===== src/rtl/if_pkg.sv =====
// rtl/if_pkg.sv - shared fetch FSM encoding, queue entry layout and constants for if_prefetch
package if_pkg;

  typedef enum logic [1:0] {
    IDLE  = 2'd0,
    REQ   = 2'd1,
    DRAIN = 2'd2
  } fetch_state_t;

  localparam int IF_XLEN = 32;

  localparam logic [IF_XLEN-1:0] INSTR_NOP = 32'h0000_0013;

  // Queue entries are packed {pc, instr}; the queue stores this layout at width 2*XLEN.
  typedef struct packed {
    logic [IF_XLEN-1:0] pc;
    logic [IF_XLEN-1:0] instr;
  } if_entry_t;

endpackage


===== src/rtl/if_queue.sv =====
// rtl/if_queue.sv - power-of-two FIFO holding fetched {pc, instr} entries with flush
module if_queue #(
  parameter int DEPTH = 4,
  parameter int WIDTH = 64
) (
  input  logic                   clk,
  input  logic                   reset_n,
  input  logic                   push,
  input  logic                   pop,
  input  logic                   flush,
  input  logic [WIDTH-1:0]       push_data,
  output logic [WIDTH-1:0]       head_data,
  output logic [$clog2(DEPTH):0] count
);

  localparam int PW = $clog2(DEPTH);
  localparam int CW = PW + 1;

  logic [WIDTH-1:0] mem [DEPTH];
  logic [PW-1:0]    rd_ptr;
  logic [PW-1:0]    wr_ptr;

  always_ff @(posedge clk or negedge reset_n) begin
    if (!reset_n) begin
      rd_ptr <= '0;
      wr_ptr <= '0;
      count  <= '0;
    end else if (flush) begin
      rd_ptr <= '0;
      wr_ptr <= '0;
      count  <= '0;
    end else begin
      if (push) wr_ptr <= wr_ptr + PW'(1);
      if (pop)  rd_ptr <= rd_ptr + PW'(1);
      if (push && !pop)
        count <= count + CW'(1);
      else if (pop && !push)
        count <= count - CW'(1);
    end
  end

  always_ff @(posedge clk) begin
    if (push && !flush) mem[wr_ptr] <= push_data;
  end

  assign head_data = mem[rd_ptr];

endmodule


===== src/rtl/if_prefetch.sv =====
// rtl/if_prefetch.sv - instruction prefetcher with redirect and drain; IF_PREFETCH_STALL_CNT_EN adds stall_cnt
module if_prefetch
  import if_pkg::*;
#(
  parameter int              XLEN     = 32,
  parameter int              DEPTH    = 4,
  parameter logic [XLEN-1:0] RESET_PC = '0
) (
  input  logic            clk,
  input  logic            reset_n,
  input  logic            pc_reset,
  input  logic            is_jump,
  input  logic            is_branch,
  input  logic [XLEN-1:0] jump_addr,
  input  logic [XLEN-1:0] branch_addr,
  output logic            read_req,
  output logic [XLEN-1:0] read_addr,
  input  logic            read_ack,
  input  logic [XLEN-1:0] read_data,
  output logic            out_valid,
  input  logic            out_ready,
  output logic [XLEN-1:0] instruction,
  output logic [XLEN-1:0] pc,
  output logic [XLEN-1:0] pc_next
`ifdef IF_PREFETCH_STALL_CNT_EN
  ,
  output logic [31:0]     stall_cnt
`endif
);

  localparam int              CNT_W = $clog2(DEPTH) + 1;
  localparam int              EW    = 2 * XLEN;
  localparam logic [XLEN-1:0] STEP  = XLEN'(4);

  fetch_state_t     state, state_d;
  logic [XLEN-1:0]  fetch_pc, fetch_pc_d, read_addr_d;
  logic             started;
  logic             redirect;
  logic [XLEN-1:0]  target;
  logic             push, pop;
  logic [EW-1:0]    head;
  logic [CNT_W-1:0] count;
  logic [XLEN-1:0]  head_pc;

  assign redirect = pc_reset | is_branch | is_jump;
  assign target   = pc_reset ? RESET_PC : (is_branch ? branch_addr : jump_addr);

  // started holds off the first request one cycle after reset release.
  always_ff @(posedge clk or negedge reset_n) begin
    if (!reset_n) begin
      state     <= IDLE;
      fetch_pc  <= RESET_PC;
      read_addr <= RESET_PC;
      started   <= 1'b0;
    end else begin
      state     <= state_d;
      fetch_pc  <= fetch_pc_d;
      read_addr <= read_addr_d;
      started   <= 1'b1;
    end
  end

  always_comb begin
    state_d     = state;
    fetch_pc_d  = fetch_pc;
    read_addr_d = read_addr;
    push        = 1'b0;
    case (state)
      IDLE: begin
        if (redirect) begin
          fetch_pc_d = target;
        end else if (started && (count != CNT_W'(DEPTH))) begin
          state_d     = REQ;
          read_addr_d = fetch_pc;
        end
      end
      REQ: begin
        if (redirect) begin
          fetch_pc_d = target;
          state_d    = read_ack ? IDLE : DRAIN;
        end else if (read_ack) begin
          push       = 1'b1;
          fetch_pc_d = fetch_pc + STEP;
          state_d    = IDLE;
        end
      end
      DRAIN: begin
        // The in-flight word belongs to the abandoned stream and is dropped.
        if (redirect) fetch_pc_d = target;
        if (read_ack) state_d = IDLE;
      end
      default: state_d = IDLE;
    endcase
  end

  assign read_req = (state != IDLE);

  assign out_valid = (count != '0);
  assign pop       = out_valid && out_ready && !redirect;

  if_queue #(
    .DEPTH (DEPTH),
    .WIDTH (EW)
  ) u_queue (
    .clk       (clk),
    .reset_n   (reset_n),
    .push      (push),
    .pop       (pop),
    .flush     (redirect),
    .push_data ({read_addr, read_data}),
    .head_data (head),
    .count     (count)
  );

  assign head_pc     = head[EW-1:XLEN];
  assign pc          = out_valid ? head_pc : '0;
  assign instruction = out_valid ? head[XLEN-1:0] : '0;
  assign pc_next     = out_valid ? head_pc + STEP : '0;

`ifdef IF_PREFETCH_STALL_CNT_EN
  always_ff @(posedge clk or negedge reset_n) begin
    if (!reset_n)
      stall_cnt <= '0;
    else if (pc_reset)
      stall_cnt <= '0;
    else if (out_ready && !out_valid && (stall_cnt != '1))
      stall_cnt <= stall_cnt + 32'd1;
  end
`endif

endmodule


===== config.mk =====
export PLATFORM = sky130hd
export DESIGN_NAME = if_prefetch
export DESIGN_NICKNAME = d
export VERILOG_FILES = /design/src/rtl/if_pkg.sv /design/src/rtl/if_queue.sv /design/src/rtl/if_prefetch.sv
export SDC_FILE = /design/constraint.sdc
export NUM_CORES = 1
export LEC_CHECK = 0
export CAP_MARGIN = 20
export CORE_ASPECT_RATIO = 0.9
export CORE_MARGIN = 4
export CORE_UTILIZATION = 55
export DETAILED_ROUTE_END_ITERATION = 8
export PLACE_DENSITY = 0.85
export SLEW_MARGIN = 20
export SYNTH_ARGS = -nofsm -noshare
export SYNTH_HDL_FRONTEND = slang
export SYNTH_SLANG_ARGS = --single-unit

===== constraint.sdc =====
create_clock -name clk -period 5.8 [get_ports clk]
set_clock_uncertainty 0.15 [all_clocks]
set_input_delay 1.16 -clock clk [delete_from_list [all_inputs] [get_ports clk]]
set_output_delay 1.16 -clock clk [all_outputs]
set_load 0.02 [all_outputs]

After elaboration in Yosys (flattened, before gate mapping)
Memories as Yosys holds them, arrays and structs flattened.
Index checks and enable logic that the tools add are counted.
{"block": "totals", "register_bits": 74, "latchBits": 0, "mem_bits_rw": 256, "mem_bits_ro": 0, "input_bits": 103, "output_inout_bits": 130, "wordCells": 71, "mem_count": 1}
{"memory": "u_queue.mem", "depth": 4, "word_bits": 64, "read_ports": 1, "rd_ports_with_merged_regs": 0, "wr": 1, "line_no": "if_queue.sv:19", "text": "logic [WIDTH-1:0] mem [DEPTH];"}
{"block": "classes", "add_sub_neg": 6, "multipliers": 0, "n_div": 0, "magnitude_cmp": 0, "eq_ne": 7, "shifts": 0, "n_mux": 27, "bitwise_logic": 3, "n_reduce_logical": 20}
{"cell": "$mux W32", "n": 8}
{"cell": "$add A32 B3 Y32 const B", "n": 2}
{"cell": "$pmux W32 S2", "n": 1}
{"cell": "$mux W2", "n": 9}
{"cell": "$mux W3", "n": 3}
{"cell": "$reduce_bool A2 Y1", "n": 4}
{"cell": "$logic_and A1 B1 Y1", "n": 6}
{"cell": "$pmux W2 S3", "n": 1}
{"cell": "$reduce_and A3 Y1", "n": 2}
{"cell": "$reduce_bool A3 Y1", "n": 2}
{"cell": "$mux W1", "n": 5}
{"cell": "$add A2 B1 Y2 const B", "n": 2}
{"cell": "$ne A2 B2 Y1 const B", "n": 2}
{"cell": "$add A3 B1 Y3 const B", "n": 1}
{"cell": "$logic_not A1 Y1", "n": 3}
{"cell": "$ne A3 B2 Y1 const B", "n": 1}
{"cell": "$ne A3 B3 Y1 const B", "n": 1}
{"cell": "$sub A3 B1 Y3 const B", "n": 1}
{"cell": "$eq A2 B1 Y1 const B", "n": 1}
{"cell": "$eq A2 B2 Y1 const B", "n": 1}
{"cell": "$logic_not A2 Y1", "n": 1}
{"cell": "$ne A2 B1 Y1 const B", "n": 1}
{"cell": "$or A1 B1 Y1", "n": 2}
{"cell": "$reduce_and A2 Y1", "n": 1}
{"cell": "other kinds (2)", "n": 2}

Logic depth before layout (Yosys ltp)
Gate-level depths: netlist of run 1.
{"block": "logic_depth", "ltp_word": 9, "depth_mapped": 12, "depth_no_buf": 9}

By module
From an unflattened synthesis of run 1, not the netlist that was laid out.
{"block": "unflattened", "cells_unflattened": 969, "hier_area_um2": 14587.7}
{"module": "if_queue", "instances": 1, "cells_per_inst": 377, "area_each_um2": 9661.8, "seq_area_each_um2": 7862.5}
{"module": "if_prefetch", "instances": 1, "cells_per_inst": 592, "area_each_um2": 4926.0, "seq_area_each_um2": 1676.6}

Worst setup path after synthesis of run 1
OpenSTA, ideal clock, no wires.
{"block": "synth_path", "path_type": "input-to-reg", "start": "input is_branch", "end": "memory u_queue.mem[0][0] (enable)", "arrival_time_ps": 3673, "required_time_ps": 5221, "slack_ps": 1548, "stages": 5, "n_path_buf": 2, "cell_sequence": "clkbuf_1 > nor4b_1 > and3_1 > clkbuf_1 > and2_1"}
{"block": "synth_via", "elab_chain_cells": 7}
{"element": "from (decl)", "line_no": "if_prefetch.sv:13", "text": "input logic is_branch,"}
{"element": "$or A1 B1 Y1 (*) (2 in series)", "line_no": "if_prefetch.sv:45", "text": "assign redirect = pc_reset | is_branch | is_jump;"}
{"element": "$mux W1", "line_no": "if_prefetch.sv:78", "text": "if (redirect) begin"}
{"element": "$mux W1", "line_no": "if_prefetch.sv:68", "text": "case (state)"}
{"element": "$logic_and A1 B1 Y1 (*)", "line_no": "if_queue.sv:43", "text": "if (push && !flush) mem[wr_ptr] <= push_data;"}
{"element": "$mux W1 (*)", "line_no": "if_queue.sv:43"}
{"element": "$mux W1 (not written as such) (*)", "line_no": "if_queue.sv:43"}
{"element": "to (decl)", "line_no": "if_queue.sv:19"}
Mark *: on every way between the ends. The rest lies on a longest branch, timed or not.

Worst setup path in the final report of run 1
{"block": "layout_path", "start": "register u_queue.rd_ptr[0]", "end": "output pc_next[16]"}
{"block": "layout_via", "elab_chain_cells": 3}
{"element": "from (decl)", "line_no": "if_queue.sv:20", "text": "logic [PW-1:0] rd_ptr;"}
{"element": "from (signal assigned)", "line_no": "if_queue.sv:34", "text": "if (pop) rd_ptr <= rd_ptr + PW'(1);"}
{"element": "$mem_v2 Z4 W64"}
{"element": "$add A32 B3 Y32", "line_no": "if_prefetch.sv:118", "text": "assign pc_next = out_valid ? head_pc + STEP : '0;"}
{"element": "$mux W32", "line_no": "if_prefetch.sv:118"}
{"element": "to (decl)", "line_no": "if_prefetch.sv:24", "text": "output logic [XLEN-1:0] pc_next"}
No other way between the ends.

==> results.yml, run 1 <==
clock_network:
  postCtsHoldBufs: 0
  clock_sink_count: 330
  max-clock-path-buffers: 3
  clkSlewWorstSetupHoldPaths_ps: 60
  tritoncts_clock_tree: "yes"
  root_buffer: "clkbuf_16"
  worstSkewPairLatency_ps: 550
  cts_setup_buffers: 0
  numCtsBuffers: 31
  cts.repair.resized: 0
  number_of_h_tree_levels: 1
place:
  place.detailed.instances: 1488
  place_ws_ps: 858
  placed_cell_area_mm2: 0.0172
  numPortBuffers: 232
  place_hpwl_mm: 22.5
  gpl.final_weighted_congestion: 0.858
finish:
  layout_common_cells: "edfxtp_1, clkdlybuf4s50_1, dfrtp_1"
  area_growth_pct: 24.8
  drive_gt1_share_pct: 14.0
  final_cell_count_no_fill: 1545
  layout_commonest_cell: "edfxtp_1"
  post-route-util_pct: 70.0
  finalNetCount: 1284
  antenna_cells_inserted: 0
  finalInstanceArea_mm2: 0.0183
timing:
  final_critical_path_setup_slack_ps: 301
  worst-slew-pin-transition_ps: 1000
  hold_ws_ps: 327
  finalHoldViolations: 0
  final_max_slew_viols: 0
  setup_tns_ps: 0
  clock.fmax_mhz: 182
  rsz0062_at_grt: "false"
  fin_crit_ps: 5500
  setup_violators_final: 0
  slew-limit-headroom_pct: 33.0
  timing.final.crit_share_pct: 94.8
power_and_ir_drop:
  finalPower_mw: 5.36
  power.clock.fraction_pct: 39.9
  power_report.internal_total_mw: 4.18
  total_switching_power_mw: 1.19
  ir_worst_vdd_mv: 0.284
  comb_power_share_pct: 7.7
  power_frac_seq_pct: 52.5
  p_leak_nw: 6.31
  switching_share_pct: 22.1
  power_density_mw_per_mm2: 292
critical_path:
  crit_top_cell: "or4_1"
  path_class: "reg2out"
  start_kind: "flop"
  required_ps: 4490
  worst-r2r-cell-count: 4
  crit_path_capture_type: "output port"
  signal_arrival_time_at_the_worst_endpoint_ps: 4190
  worst_path_max_delay_cell: "dfrtp_4"
  crit_path_cell_trace: "mux4_1 > ha_1 > nand3_1 > or4_1 > or4_1 > nand2_1 > clkdlybuf4s50_1"
  timing.critical_path.fanout_max: 32
  critical-path-max-stage-delay_ps: 810
hold_path:
  number_of_cells_on_the_worst_hold_path: 2
  timing.hold.worst.class: "reg2reg"
logic_synthesis:
  yosys_most_used_dff: "edfxtp_1"
  synth_top_area_cell: "edfxtp_1"
  synth_enable_flop_cells: 256
  area_share_of_the_largest_cell_type_after_synthesis_pct: 52.3
  synth_cell_type_count: 70
  mappedNetlistNets: 1065
  synth-seq-area-share_pct: 64.9
  ys_seq_elements: 330
  post_synth_instance_area_mm2: 0.0147
  ys_async_rst_share_pct: 22.4
  post_synth.cell_area_avg_um2: 15.4
  yosys_warnings: 0
  post_synth_inst_count: 955
  synth_top_cells_by_area: "edfxtp_1, dfrtp_1, mux4_2"
routing:
  detail_route.wl_per_cell_um: 22.2
  routed_via_density: 6.01
  drt.antenna.violating_nets: 0
  via_count_of_the_routed_design: 9290
  number_of_remaining_drc_errors: 0
  drt_pass1_iterations: 5
  routed_wl_mm: 34.2
  first_iter_violations: 973
job:
  cap_violations: 0
floorplan:
  boundaryPins: 233
  floorplan.rows: 56
  start_util_pct: 56.0
  design.die.area_mm2: 0.0294
  core_outline_area_mm2: 0.0262
  floorplan.die.height_um: 163
  die_width_um: 180
global_routing:
  first_global_vias: 9275
  grt_antenna_before_repair: 0
  grt_first_pass_wirelength_mm: 53.0
  overflow: 0
  grt.total_usage_pct: 22.7
  grt_max_degree: 70
outcome:
  run_status: "complete, no violations"
-- area by class of cell --
class | instances | area (um^2)
timing repair buffer | 243 | 2410
inverter | 12 | 45.0
fill | 1656 | 7870
tap | 348 | 435
multi-input combinational | 556 | 4810
clock inverter | 23 | 305
sequential | 330 | 9540
clock buffer | 33 | 783
-- routing by layer --
layer	global-route usage, %	up-vias	part of all wire [%]
met1	32.2	4651	41
li1	-	4170	-
met4	5.26	0	2.2
met5	0	-	0
met3	3.05	51	7.0
met2	38.5	418	50
-- power groups by stage --
stage	Combinational, mW	Clock (mW)	Sequential, mW
floorplan	0.119	0	2.85
global placement	0.397	0	2.85
detailed placement	0.409	0	2.86
CTS	0.414	2.16	2.81
global route	0.437	2.27	2.82
finish	0.410	2.14	2.81
-- cells in the mapped netlist (4+ instances only) --
library cell  instances
nand4_1              11
nor3_1               21
inv_1                12
mux2i_1              33
or3_1                 9
xor2_1                9
and2_1               68
mux2_2               37
xnor2_1               6
dfrtp_1              74
buf_2                 5
mux4_2               46
a21oi_1              43
nand3_1              39
o21ai_0              41
or4_1                 7
ha_1                  6
clkbuf_1             38
nand2_1              34
o31ai_1               9
edfxtp_1            256
and3_1                8
o221ai_1              4
buf_1                 4
o22a_1                6
mux4_1               18
nor2_1               44
-- worst max-delay path: cells and delay by family, from the launching register on --
family | cells | cell delay, ps
adders and majority gates | 1 | 310
and+or+nand+nor | 4 | 1320
muxes | 1 | 560
DFF | 1 | 810
buffers and inverters | 1 | 630
-- state kept, by name (all words and copies together) (netlist names) --
register and flops:
u_queue.mem 256, fetch_pc 32, read_addr 32, u_queue.count 3, state 2, u_queue.rd_ptr 2
u_queue.wr_ptr 2, started 1
-- logic make-up (layout without fill, tap and decap cells) --
group | Yosys count | count (layout) | share of synthesized area [%]
DFF | 330 | 330 | 64.9
AOI/OAI and AO/OA | 134 | 134 | 5.69
other | 1 | 1 | 0.0255
adders and majority gates | 7 | 7 | 0.647
buffers and inverters | 69 | 311 | 2.46
and+or+nand+nor | 265 | 265 | 9.98
muxes | 134 | 134 | 15.4
xor gates and xnor gates | 15 | 15 | 0.894
-- final timing paths --
check                                        from                 to  slack (ps)
worst max-delay path            u_queue.rd_ptr[0]        pc_next[16]         300
worst min-delay path                  fetch_pc[0]        fetch_pc[0]         330
worst max register to register           state[0]       fetch_pc[26]        2840
worst min register to register        fetch_pc[0]        fetch_pc[0]         330
max in group asynchronous                 reset_n  u_queue.wr_ptr[1]        4230
min in group asynchronous                 reset_n      read_addr[10]         470
Power figures use the tool's default switching activity.
==> inputs of run 2 (changes only) <==
- CORE_MARGIN: 4 -> unset
- CORE_UTILIZATION: 55 -> 44
- HOLD_SLACK_MARGIN: unset -> 0.15
- PLACE_DENSITY: 0.85 -> 0.71
==> results.yml, run 2 (synthesis results as in run 1) <==
floorplan:
  floorplan.rows: 63
  floorplan.die.height_um: 175
  core_outline_area_mm2: 0.0329
  design.die.area_mm2: 0.0341
  boundaryPins: 233
  die_width_um: 195
  start_util_pct: 44.7
place:
  gpl.final_weighted_congestion: 0.848
  place_hpwl_mm: 23.4
  numPortBuffers: 232
  place_ws_ps: 933
  place.detailed.instances: 1568
power_and_ir_drop:
  total_switching_power_mw: 1.23
  ir_worst_vdd_mv: 0.168
  power_density_mw_per_mm2: 298
  power_frac_seq_pct: 51.1
  power_report.internal_total_mw: 4.30
  power.clock.fraction_pct: 41.7
  switching_share_pct: 22.3
  p_leak_nw: 6.40
  comb_power_share_pct: 7.2
critical_path:
  start_kind: "flop"
  timing.critical_path.fanout_max: 30
  crit_path_cell_trace: "mux4_1 > nand4_4 > or4_4 > or4_1 > a21oi_1 > clkdlybuf4s50_1"
  crit_path_capture_type: "output port"
  path_class: "reg2out"
  worst_path_max_delay_cell: "dfrtp_4"
  critical-path-max-stage-delay_ps: 790
  required_ps: 4490
  signal_arrival_time_at_the_worst_endpoint_ps: 4080
finish:
  finalNetCount: 1294
  reg_top3: "u_queue.mem (256), fetch_pc (32), read_addr (32)"
  drive_gt1_share_pct: 14.4
  area_growth_pct: 26.4
  layout_common_cells: "edfxtp_1, clkdlybuf4s50_1, dfrtp_1"
  sequential_cell_area_mm2: 0.00954
  final_cell_count_no_fill: 1632
  multiInputGateArea_mm2: 0.00481
  layout.filler_cells: 2627
  largest_register_ffs: 256
  regMostFlops: "u_queue.mem"
  layout_commonest_cell: "edfxtp_1"
timing:
  rsz0062_at_grt: "false"
  clock.fmax_mhz: 185
  setup_tns_ps: 0
  fin_crit_ps: 5390
  final_critical_path_setup_slack_ps: 407
  final_max_slew_viols: 0
  setup_violators_final: 0
  timing.final.crit_share_pct: 93.0
  slew-limit-headroom_pct: 32.1
  finalHoldViolations: 0
  worst-slew-pin-transition_ps: 1020
routing:
  via_count_of_the_routed_design: 9290
  routed_via_density: 5.69
  number_of_remaining_drc_errors: 0
  routed_wl_mm: 35.0
  detail_route.wl_per_cell_um: 21.4
  drt.antenna.violating_nets: 0
  drt_pass1_iterations: 5
  first_iter_violations: 765
clock_network:
  cts.repair.resized: 0
  cts_setup_buffers: 0
  clock_sink_count: 330
  numCtsBuffers: 36
  worstSkewPairLatency_ps: 510
  root_buffer: "clkbuf_16"
  clkSlewWorstSetupHoldPaths_ps: 60
  postCtsHoldBufs: 0
  number_of_h_tree_levels: 2
  tritoncts_clock_tree: "yes"
  max-clock-path-buffers: 3
global_routing:
  grt_antenna_before_repair: 2
  grt_max_degree: 75
  overflow: 0
  first_global_vias: 9194
  grt_first_pass_wirelength_mm: 53.3
  grt.total_usage_pct: 20.5
job:
  cap_violations: 0
hold_path:
  timing.hold.worst.class: "reg2reg"
outcome:
  run_status: "complete, no violations"
[run 2: final timing paths]
check | slack, ps | end | startpoint | cells after the start
max | 410 | pc_next[27] | u_queue.rd_ptr[0] | 6
min | 330 | fetch_pc[1] | fetch_pc[1] | 2
max reg2reg | 2780 | fetch_pc[26] | state[0] | 4
min reg2reg | 330 | fetch_pc[1] | fetch_pc[1] | 2
max in group asynchronous | 4130 | u_queue.rd_ptr[0] | reset_n | 1
min in group asynchronous | 620 | fetch_pc[20] | reset_n | 1
[run 2: stage by stage]
stage / area [um^2] / util, % / total power, mW / hold slack [ps]
finish: 18600 / 56.5 / 5.53 / 333
global route: 18600 / 56.5 / 5.70 / 378
floorplan: 14700 / - / 2.97 / 295
detailed placement: 17400 / 52.8 / 3.27 / 320
CTS: 18600 / 56.5 / 5.57 / 333
global placement: 17400 / 52.8 / 3.26 / 308
[run 2: layout make-up]
| cell class | count | share of cell area [%] |
|---|---|---|
| well taps | 422 | 2.85 |
| clock buffers | 39 | 4.91 |
| diodes | 1 | 0.0135 |
| clock inverters | 24 | 1.53 |
| repair buffers | 248 | 13.1 |
| multi-input cells | 556 | 25.9 |
| flip-flops and latches | 330 | 51.4 |
| inverters | 12 | 0.243 |
[run 2: critical path, delay by kind of cell, from the launching register on]
family,cells,cell delay (ps)
buf+inv,1,650
compound gates,1,220
mux,1,540
flops,1,790
simple gates,3,1360
[run 2: power groups by stage]
stage	sequential [mW]	combinational, mW	clock, mW
floorplan	2.85	0.119	0
global placement	2.86	0.395	0
detailed placement	2.87	0.402	0
CTS	2.82	0.404	2.34
global route	2.84	0.429	2.43
finish	2.82	0.400	2.30
[run 2: per-layer routing]
metal	vias to the layer above	track usage, %	part of all wire, %
li1	4201	-	-
met1	4686	29.7	45
met2	364	32.6	46
met3	39	3.46	6.6
met4	0	4.66	1.5
met5	-	0	0
==> inputs of run 3 (changes only) <==
- SYNTH_HIERARCHICAL: unset -> 1
==> results.yml, run 3 <==
outcome:
  run_status: "complete, no violations"
clock_network:
  root_buffer: "clkbuf_16"
  postCtsHoldBufs: 0
  worstSkewPairLatency_ps: 500
  clkSlewWorstSetupHoldPaths_ps: 60
  number_of_h_tree_levels: 2
  numCtsBuffers: 35
  clock_sink_count: 330
  cts_setup_buffers: 0
  max-clock-path-buffers: 3
  tritoncts_clock_tree: "yes"
  cts.repair.resized: 0
critical_path:
  critPathBufInv: 2
  path_delay_family: "simple AND/OR/NAND/NOR gates"
  start_kind: "flop"
  crit_path_cell_trace: "mux4_2 > ha_1 > inv_1 > or4_4 > or3_2 > a21oi_1 > clkdlybuf4s50_1"
  path_class: "reg2out"
  worst-r2r-cell-count: 6
  crit_path_capture_type: "output port"
  signal_arrival_time_at_the_worst_endpoint_ps: 4090
  timing.critical_path.fanout_max: 33
  worst_path_max_delay_cell: "dfrtp_4"
  stages_on_worst_setup_path: 7
  critical-path-max-stage-delay_ps: 860
  required_ps: 4490
logic_synthesis:
  yosys_most_used_dff: "edfxtp_1"
  post_synth_inst_count: 969
  synth-seq-area-share_pct: 65.4
  synth_cell_type_count: 70
  synth_enable_flop_cells: 256
  yosys_warnings: 6
  mappedNetlistNets: 1079
  post_synth_instance_area_mm2: 0.0146
  area_share_of_the_largest_cell_type_after_synthesis_pct: 52.7
  ys_seq_elements: 330
  synth_top_area_cell: "edfxtp_1"
  ys_async_rst_share_pct: 22.4
  synthMostInstantiatedCell: "edfxtp_1"
  post_synth.cell_area_avg_um2: 15.1
  most_used_standard_cells_in_the_synthesized_netlist: "edfxtp_1, dfrtp_1, and2_1"
  synth_top_cells_by_area: "edfxtp_1, dfrtp_1, mux4_2"
power_and_ir_drop:
  power.clock.fraction_pct: 38.7
  comb_power_share_pct: 7.5
  switching_share_pct: 22.3
  power_frac_seq_pct: 53.8
  power_report.internal_total_mw: 4.06
  total_switching_power_mw: 1.16
  p_leak_nw: 6.26
  power_density_mw_per_mm2: 285
  ir_worst_vdd_mv: 0.152
timing:
  setup_tns_ps: 0
  timing.final.crit_share_pct: 93.1
  hold_ws_ps: 359
  clock.fmax_mhz: 185
  slew-limit-headroom_pct: 31.0
  setup_violators_final: 0
  rsz0062_at_grt: "false"
  fin_crit_ps: 5400
  worst-slew-pin-transition_ps: 1030
  final_max_slew_viols: 0
  finalHoldViolations: 0
global_routing:
  grt.total_usage_pct: 19.9
  grt_first_pass_wirelength_mm: 52.2
  first_global_vias: 9076
  grt_antenna_before_repair: 0
  grt_max_degree: 75
  overflow: 0
finish:
  sequential_cell_area_mm2: 0.00954
  largest_register_ffs: 256
  layout_commonest_cell: "edfxtp_1"
  reg_top3: "u_queue/mem (256), fetch_pc (32), read_addr (32)"
  drive_gt1_share_pct: 15.0
  finalNetCount: 1306
  antenna_cells_inserted: 0
  layout.filler_cells: 2571
  regMostFlops: "u_queue/mem"
  multiInputGateArea_mm2: 0.00471
  area_growth_pct: 25.8
  layout_common_cells: "edfxtp_1, clkdlybuf4s50_1, dfrtp_1"
floorplan:
  floorplan.rows: 62
  floorplan.die.height_um: 175
  boundaryPins: 233
  core_outline_area_mm2: 0.0323
  design.die.area_mm2: 0.0339
  die_width_um: 194
  start_util_pct: 45.2
routing:
  first_iter_violations: 758
  via_count_of_the_routed_design: 9160
  drt.antenna.violating_nets: 0
  drt_pass1_iterations: 5
  routed_wl_mm: 33.8
  detail_route.wl_per_cell_um: 20.7
  number_of_remaining_drc_errors: 0
  routed_via_density: 5.60
job:
  cap_violations: 0
hold_path:
  timing.hold.worst.class: "reg2reg"
  number_of_cells_on_the_worst_hold_path: 1
place:
  place_hpwl_mm: 22.7
  numPortBuffers: 232
  gpl.final_weighted_congestion: 0.880
-- run 3: changes by cell type in the layout (fill, tap and decap cells not counted), sizes merged, moves of 9 or more --
| cell | before | now |
|---|---|---|
| mux2i | 33 | 16 |
| nand2 | 34 | 50 |
| nand3 | 39 | 24 |
| nor2 | 44 | 57 |
| clkbuf | 39 | 50 |
| a21oi | 43 | 34 |
-- run 3: path summary, 6_finish.rpt --
path	startpoint	endpoint	slack [ps]
min	fetch_pc[0]	read_addr[0]	360
max	u_queue/rd_ptr[0]	pc_next[16]	400
max in group asynchronous	reset_n	u_queue/rd_ptr[0]	4150
min in group asynchronous	reset_n	fetch_pc[18]	640
max reg2reg	state[0]	u_queue/mem[2][21]	2440
min reg2reg	fetch_pc[0]	read_addr[0]	360
-- run 3: logic make-up (layout without fill, tap and decap cells) --
family	count (synthesis)	count (layout)	share of synthesized area [%]
AO/OA/AOI/OAI	136	136	5.73
XOR/XNOR	29	29	1.74
adder cells (fa/ha/maj)	7	7	0.652
buffers and inverters	73	324	2.49
flip-flops	330	330	65.4
multiplexers	112	112	13.4
other	1	1	0.0257
AND/OR/NAND/NOR	281	281	10.5
-- run 3: area by class of cell --
| class | count | area share [%] |
|---|---|---|
| multi-input combinational | 566 | 25.7 |
| clock inverter | 11 | 0.300 |
| timing repair buffer | 249 | 13.5 |
| sequential | 330 | 52.0 |
| inverter | 14 | 0.286 |
| clock buffer | 50 | 5.37 |
| tap | 416 | 2.84 |
-- run 3: per-stage QoR --
step                worst slack (ps)  util, %  power [mW]  instance area (um^2)  std cells
finish                           398     56.9        5.22                 18400       1636
global route                     163     56.9        5.40                 18400       1636
CTS                              319     56.9        5.27                 18400       1636
detailed placement               862     53.6        3.25                 17300       1575
global placement                 919     53.6        3.24                 17300       1575
floorplan                       1280        -        2.96                 14600        969
-- run 3: routing by layer --
metal | track usage (%) | routed length (um) | vias to the layer above
li1 | - | - | 4177
met1 | 28.1 | 14800 | 4494
met2 | 32.0 | 15800 | 437
met3 | 3.86 | 2510 | 52
met4 | 4.89 | 660 | 0
met5 | 0 | 0 | -
-- run 3: power by group through the flow --
| stage | clock network (mW) | logic (mW) | registers (mW) |
|---|---|---|---|
| after floorplan | 0 | 0.112 | 2.85 |
| after global placement | 0 | 0.389 | 2.85 |
| after detailed placement | 0 | 0.393 | 2.86 |
| after CTS | 2.06 | 0.395 | 2.81 |
| after global routing | 2.15 | 0.415 | 2.83 |
| final | 2.02 | 0.390 | 2.81 |
